[src/rtl/bft_leaf_interface.sv]
`default_nettype none
// ============================================================================
// Module   : bft_leaf_interface
// Purpose  : Leaf endpoint for the butterfly-fat-tree network. It packs and
//            paces TX words onto the bus and filters and buffers RX packets.
// Revision : 1.0
// ============================================================================
module bft_leaf_interface #(
    parameter int num_leaves  = 2,
    parameter int payload_sz  = 1,
    parameter int addr        = 0,
    parameter int tx_depth    = 16,
    parameter int rx_depth    = 16,
    parameter int inj_gap     = 0,
    localparam int aw         = $clog2(num_leaves),
    localparam int p_sz       = 1 + aw + payload_sz
) (
    input  logic                        clk,
    input  logic                        reset,
    input  logic                        tx_valid_i,
    output logic                        tx_ready_o,
    input  logic [aw-1:0]               tx_dest_i,
    input  logic [payload_sz-1:0]       tx_data_i,
    output logic [p_sz-1:0]             bus_o,
    input  logic [p_sz-1:0]             bus_i,
    output logic                        rx_valid_o,
    input  logic                        rx_ready_i,
    output logic [payload_sz-1:0]       rx_data_o,
    output logic [$clog2(tx_depth):0]   tx_level_o,
    output logic [$clog2(rx_depth):0]   rx_level_o,
    output logic [15:0]                 drop_cnt_o,
    output logic [15:0]                 misroute_cnt_o
);

    localparam int            c_tw   = $clog2(tx_depth);
    localparam int            c_rw   = $clog2(rx_depth);
    localparam int            c_gw   = (inj_gap > 0) ? $clog2(inj_gap + 1) : 1;
    localparam logic [aw-1:0] c_addr = aw'(addr);

    // ---------------- TX path ----------------
    logic [aw+payload_sz-1:0] r_tx_mem [tx_depth];
    logic [c_tw:0]            r_tx_wr, r_tx_rd;
    logic [c_gw-1:0]          r_gap;
    logic [p_sz-1:0]          r_bus;
    logic [c_tw:0]            w_tx_level;
    logic                     w_tx_full, w_tx_empty, w_tx_push, w_tx_pop;

    assign w_tx_level = r_tx_wr - r_tx_rd;
    assign w_tx_full  = (w_tx_level == (c_tw+1)'(tx_depth));
    assign w_tx_empty = (r_tx_wr == r_tx_rd);
    // Ready depends only on stored pointers, so a same-cycle pop never frees a slot.
    assign w_tx_push  = tx_valid_i && !w_tx_full;
    assign w_tx_pop   = !w_tx_empty && (r_gap == '0);

    always_ff @(posedge clk) begin
        if (w_tx_push) begin
            r_tx_mem[r_tx_wr[c_tw-1:0]] <= {tx_dest_i, tx_data_i};
        end
    end

    always_ff @(posedge clk) begin
        if (reset) begin
            r_tx_wr <= '0;
            r_tx_rd <= '0;
            r_gap   <= '0;
            r_bus   <= '0;
        end else begin
            if (w_tx_push) begin
                r_tx_wr <= r_tx_wr + 1'b1;
            end
            if (w_tx_pop) begin
                r_bus   <= {1'b1, r_tx_mem[r_tx_rd[c_tw-1:0]]};
                r_tx_rd <= r_tx_rd + 1'b1;
                r_gap   <= c_gw'(inj_gap);
            end else begin
                r_bus <= '0;
                if (r_gap != '0) begin
                    r_gap <= r_gap - 1'b1;
                end
            end
        end
    end

    assign bus_o      = r_bus;
    assign tx_ready_o = !w_tx_full;
    assign tx_level_o = w_tx_level;

    // ---------------- RX path ----------------
    logic [p_sz-1:0]       r_cap;
    logic [payload_sz-1:0] r_rx_mem [rx_depth];
    logic [c_rw:0]         r_rx_wr, r_rx_rd;
    logic [15:0]           r_drop, r_misroute;
    logic [c_rw:0]         w_rx_level;
    logic                  w_rx_full, w_rx_empty, w_rx_pop, w_rx_push;
    logic                  w_cap_valid, w_cap_mine, w_drop, w_misroute;

    assign w_rx_level  = r_rx_wr - r_rx_rd;
    assign w_rx_full   = (w_rx_level == (c_rw+1)'(rx_depth));
    assign w_rx_empty  = (r_rx_wr == r_rx_rd);
    assign w_rx_pop    = !w_rx_empty && rx_ready_i;
    assign w_cap_valid = r_cap[p_sz-1];
    assign w_cap_mine  = (r_cap[p_sz-2:payload_sz] == c_addr);
    // A pop in the same cycle frees the head slot, so a full FIFO can still accept.
    assign w_rx_push   = w_cap_valid && w_cap_mine && (!w_rx_full || w_rx_pop);
    assign w_drop      = w_cap_valid && w_cap_mine && w_rx_full && !w_rx_pop;
    assign w_misroute  = w_cap_valid && !w_cap_mine;

    always_ff @(posedge clk) begin
        if (w_rx_push) begin
            r_rx_mem[r_rx_wr[c_rw-1:0]] <= r_cap[payload_sz-1:0];
        end
    end

    always_ff @(posedge clk) begin
        if (reset) begin
            r_cap      <= '0;
            r_rx_wr    <= '0;
            r_rx_rd    <= '0;
            r_drop     <= '0;
            r_misroute <= '0;
        end else begin
            r_cap <= bus_i;
            if (w_rx_push) begin
                r_rx_wr <= r_rx_wr + 1'b1;
            end
            if (w_rx_pop) begin
                r_rx_rd <= r_rx_rd + 1'b1;
            end
            if (w_drop && (r_drop != 16'hFFFF)) begin
                r_drop <= r_drop + 16'd1;
            end
            if (w_misroute && (r_misroute != 16'hFFFF)) begin
                r_misroute <= r_misroute + 16'd1;
            end
        end
    end

    assign rx_valid_o     = !w_rx_empty;
    assign rx_data_o      = r_rx_mem[r_rx_rd[c_rw-1:0]];
    assign rx_level_o     = w_rx_level;
    assign drop_cnt_o     = r_drop;
    assign misroute_cnt_o = r_misroute;

endmodule
`default_nettype wire

[config.mk]
export PLATFORM = sky130hd
export DESIGN_NAME = bft_leaf_interface
export DESIGN_NICKNAME = d
export VERILOG_FILES = /design/src/rtl/bft_leaf_interface.sv
export SDC_FILE = /design/constraint.sdc
export NUM_CORES = 1
export LEC_CHECK = 0
export CELL_PAD_IN_SITES_DETAIL_PLACEMENT = 0
export CELL_PAD_IN_SITES_GLOBAL_PLACEMENT = 1
export CORE_ASPECT_RATIO = 2
export CORE_MARGIN = 2
export CORE_UTILIZATION = 41
export CTS_CLUSTER_DIAMETER = 40
export DETAILED_ROUTE_END_ITERATION = 8
export GPL_TIMING_DRIVEN = 0
export HOLD_SLACK_MARGIN = 0.1
export PLACE_DENSITY = 0.87
export SYNTH_ARGS = -nofsm -noshare
export SYNTH_HDL_FRONTEND = slang
export SYNTH_SLANG_ARGS = --single-unit
[constraint.sdc]
create_clock -name clk -period 2.5 [get_ports clk]
set_input_delay 0.5 -clock clk [delete_from_list [all_inputs] [get_ports clk]]
set_output_delay 0.5 -clock clk [all_outputs]
set_load 0.03 [all_outputs]
Word-level counts from Yosys, hierarchy flattened
Memories as Yosys holds them, arrays and structs flattened. A register that Yosys moved wholly into a read port is not among the register bits.
Cells that the tools add are included.
Widths: inputs -> output; s select.

cells by class
  $add $sub $neg = 9
  equality and inequality tests = 6
  mux-type cells = 9
  bitwise logic cells = 3
  reductions and logical operators = 18

operators with widths
  operator               count
  $add 16x1->16 const B  2
  $ne 16x16->1 const B   2
  $add 5x1->5 const B    4
  $mux 4                 4
  $eq 5x5->1             2
  $eq 5x5->1 const B     2
  $logic_and 1x1->1      10
  $sub 5x5->5            2
  $logic_not 1->1        5
  $mux 1                 4
  $mux 3                 1
  $not 1->1              3
  $reduce_or 3->1        1
  $reduce_or 2->1        1
  $logic_or 1x1->1       1
  $sub 1x1->1 const B    1

word-level totals
  flip-flop bits (word level) = 59
  bits in writable memories = 48
  bits of input ports = 9
  output and inout port bits = 48
  logic and storage cells = 57
  memories kept = 2

memories
  name      words  bits a word  read ports  clocked after Yosys merged registers in  wr ports  RTL line  RTL
  r_tx_mem  16     2            1           1                                        1         41        logic [aw+payload_sz-1:0] r_tx_mem [tx_depth];
  r_rx_mem  16     1            1           1                                        1         90        logic [payload_sz-1:0] r_rx_mem [rx_depth];

Longest topological paths before layout
  depth after elaboration = 7
  mapped depth = 13
  depth with buffers taken out = 11

Worst setup path after synthesis
Ideal clock, no wire load.

  path kind = reg2reg
  start point = reg r_tx_wr[0]
  end point = mem r_tx_mem[0][0] in the netlist's numbering (enable)
  data arrival time = 3.022 ns
  path slack = -0.770 ns
  cell stages (with the launch flop) = 12
  clock period less this slack = 3.270 ns
  cells stage by stage = dfxtp_1 inv_1 ha_1 inv_1 fa_1 a21o_1 a21oi_1 xor2_1 o211ai_2 and2_1 clkbuf_1 and3_1

on the way
  word-level cells in the longest chain between the ends = 6

ends and longest elaborated chain
  item                          RTL line  RTL
  start: declaration            42        logic [c_tw:0] r_tx_wr, r_tx_rd;
  start signal: assignment      69        r_tx_wr <= r_tx_wr + 1'b1;
  $sub 5x5->5                   48        assign w_tx_level = r_tx_wr - r_tx_rd;
  net tx_level_o[4]             29        output logic [$clog2(tx_depth):0] tx_level_o,
  $eq 5x5->1                    49        assign w_tx_full = (w_tx_level == (c_tw+1)'(tx_depth));
  $logic_not 1->1               --
  net tx_ready_o                21        output logic tx_ready_o,
  $logic_and 1x1->1             52        assign w_tx_push = tx_valid_i && !w_tx_full;
  $mux 1                        56        if (w_tx_push) begin
  $mux 1 (implied by the code)  57        r_tx_mem[r_tx_wr[c_tw-1:0]] <= {tx_dest_i, tx_data_i};
  end: declaration              41

The timed path passes the listed nets, and every way through them passes these cells.

Worst setup path in the final report
  start point = reg r_tx_wr[0]
  end point = out tx_ready_o

on the way
  word-level cells in the longest chain between the ends = 3

ends and longest elaborated chain
  item              RTL line  RTL
  $sub 5x5->5       48
  $eq 5x5->1        49
  $logic_not 1->1   85        assign tx_ready_o = !w_tx_full;
  end: declaration  21

Every way passes these cells.

==> flow_summary.json <==
{
  "status": "finished, violations left",
  "violations": "negative setup slack",
  "port_buffers": 56,
  "rsz0062_at_grt": "yes",
  "clk_pin_slew_worst_paths_ns": 0.06,
  "grt_pass1_wl_um": 19900,
  "postPlaceCellArea_um2": 6300,
  "synth_cell_types": 54,
  "cts.sink_count": 115,
  "use_met1_pct": 17.6,
  "max_slew.worst_pin.slew_ns": 0.706,
  "antenna_left": 0,
  "fp.dieArea_um2": 14000,
  "worstPathArrival_ns": 2.16,
  "dr_total_vias": 3963,
  "post_synth_xor_area_fraction_pct": 4.59,
  "endpoint_kind": "output pin",
  "area_delta_synth_final_pct": 36.3,
  "root_buffer": "clkbuf_16",
  "crit_path_max_fanout": 2,
  "cp-start-kind": "flip-flop",
  "fmax_mhz": 376,
  "drtIter0Drc": 136,
  "antenna_cells": 0,
  "antenna_found_initial": 0,
  "grt.busiest_layer": "met2",
  "p_per_area_nw_per_um2": 800,
  "synth_simple_gate_area_share_pct": 18.4,
  "synthArstFlopShare_pct": 0,
  "clock_skew_ns": 0.00883,
  "synth_fa_ha_area_share_pct": 5.46,
  "ir_drop_mv": 0.587,
  "nNetsFinal": 599,
  "layout_common_cells": "58 x dfxtp_1, 50 x nor2_1, 48 x edfxtp_1, 45 x clkdlybuf4s50_1, 22 x and3_4",
  "gr-usage-met3_pct": 4.52,
  "p_leak_nw": 2.53,
  "htreeDepth": 4,
  "die_w_um": 84.5,
  "first_global_vias": 4030,
  "syn_inst": 475,
  "synth.cell_area_um2": 5320,
  "grt_max_degree": 17,
  "synth_edf_count": 48,
  "gp_congestion": 0.794,
  "fin_crit_sh_pct": 106,
  "ios": 57,
  "ys.flop_type": "dfxtp_1",
  "synth_compound_area_share_pct": 8.80,
  "fin_crit_ns": 2.66,
  "synthMuxAreaShare_pct": 7.39,
  "dp_hpwl_um": 8830,
  "drc": 0,
  "path_class": "reg -> out",
  "synth_top_family_by_area": "simple AND/OR/NAND/NOR gates",
  "worst_hold_slack_ns": 0.500,
  "syn_avg_cell_area_um2": 11.2,
  "start_util_pct": 42.1,
  "yosys_warnings": 0,
  "grt.met2_usage_pct": 35.6,
  "viasPerCell": 5.42,
  "grt_usage_pct": 18.5,
  "cts_tree": "built",
  "drv_cap": 0,
  "layout-drive-gt1-share_pct": 27.4,
  "rows": 58,
  "cp.required_ns": 2.00,
  "finalSetupViolations": 42,
  "ys_seq_area_share_pct": 52.3,
  "clk_latency_ns": 0.41,
  "cts_inserted_buffers": 17,
  "maxSlewViolCount": 0,
  "max_slew_margin_pct": 52.4,
  "ys_ff_latch": 115,
  "hold_violations": 0,
  "die_h_um": 165,
  "worstHoldPathType": "reg -> reg",
  "clockBufferDepth": 2,
  "drt-total-wl_um": 12400,
  "dp_slack_ns": -0.412,
  "wl_per_cell_um": 16.9,
  "syn_nets": 506,
  "overflow": 0,
  "final_common_cell": "dfxtp_1",
  "drt-pass1-iter-count": 5,
  "setup_slack_ns": -0.158,
  "final_cell_area_um2": 7250,
  "final_core_util_pct": 57.4,
  "core-area_um2": 12600
}
-- per-layer routing --
| metal | wire [um] | vias to the layer above |
|---|---|---|
| met3 | 289 | 16 |
| met1 | 4500 | 1957 |
| met4 | 328 | 0 |
| li1 | - | 1929 |
| met2 | 7250 | 61 |
| met5 | 0 | - |
-- repair_timing --
action                     4_1_cts  5_1_grt
pin swaps                       11        9
setup endpoints to repair       73       70
gates cloned                     2        1
buffers inserted                10        5
gates resized for setup         66       38
hold buffers                     0        0
-- sequential cells by signal, summed over array words and instances (netlist names), named ones only --
name	count
bus_o	3
r_rx_rd	5
r_rx_mem	16
r_tx_wr	5
misroute_cnt_o	16
drop_cnt_o	16
r_rx_wr	5
r_tx_rd	5
r_tx_mem	32
r_cap	3
r_gap	1
-- worst max-delay path, cell delays in order, from the launching register on --
cell and delay (ns):
dfxtp_4 0.35, inv_4 0.06, ha_4 0.12, inv_2 0.03
fa_2 0.36, a21o_1 0.20, a21oi_4 0.17, xor2_4 0.19
o211ai_4 0.11, buf_6 0.16
-- final timing paths --
kind,from,to,slack (ns),depth (start not counted)
setup / recovery,r_tx_wr[0],tx_ready_o,-0.16,9
hold / removal,drop_cnt_o[9],drop_cnt_o[9],0.50,2
hold reg to reg,drop_cnt_o[9],drop_cnt_o[9],0.50,2
setup reg to reg,r_rx_wr[0],drop_cnt_o[5],-0.10,12
-- synth_stat cells (all sizes together) (2+ instances only) --
cell type / n / area, um2
a2111oi: 2 / 17.5
a211oi: 2 / 15.0
a21o: 5 / 37.5
a21oi: 25 / 125
a311oi: 2 / 17.5
and2: 3 / 18.8
and3: 29 / 186
and4: 5 / 46.3
buf: 6 / 31.3
clkbuf: 10 / 37.5
dfxtp: 67 / 1340
edfxtp: 48 / 1440
fa: 2 / 40.0
ha: 20 / 250
inv: 24 / 90.1
mux2: 5 / 60.1
mux2i: 4 / 40.0
mux4: 13 / 293
nand2: 18 / 67.6
nand3: 12 / 60.1
nand4: 13 / 81.3
nor2: 50 / 188
nor2b: 17 / 106
nor3: 10 / 50.1
o21a: 2 / 15.0
o21ai: 11 / 55.1
o31ai: 8 / 60.1
or3: 11 / 68.8
or4: 8 / 63.8
xnor2: 16 / 148
xor2: 11 / 96.3
-- power breakdown --
part | switching, mW | internal, mW | total [mW]
Clock | 0.801 | 1.55 | 2.35
Combinational | 0.736 | 0.619 | 1.36
Sequential | 0.0602 | 2.04 | 2.10
Total | 1.60 | 4.20 | 5.80
-- layout make-up --
class                      count  area [um2]
buffer                        16         113
clock buffer                  20         437
clock inverter                12         139
fill                        1057        5380
inverter                      24        95.1
multi-input combinational    320        2750
sequential                   115        2810
tap                          150         188
timing repair buffer          74         718
-- cell families (layout without fill, tap and decap cells) --
logic type      Yosys count  in the layout
simple gates            181            181
flops                   115            115
compound gates           67             67
buf+inv                  40            146
xor+xnor                 27             27
fa+ha+maj                22             22
mux                      22             22
other cells               1              1
-- per-stage QoR --
stage                     std cells  setup TNS, ns  power, mW
final                           731          -2.08       5.80
after global routing            731          -5.84       6.04
after CTS                       725          -2.00       5.78
after detailed placement        681          -6.91       3.38
after global placement          681          -5.59       3.35
after floorplan                 475          -3.73       3.01
No activity file was read; power rests on OpenSTA's default activity.
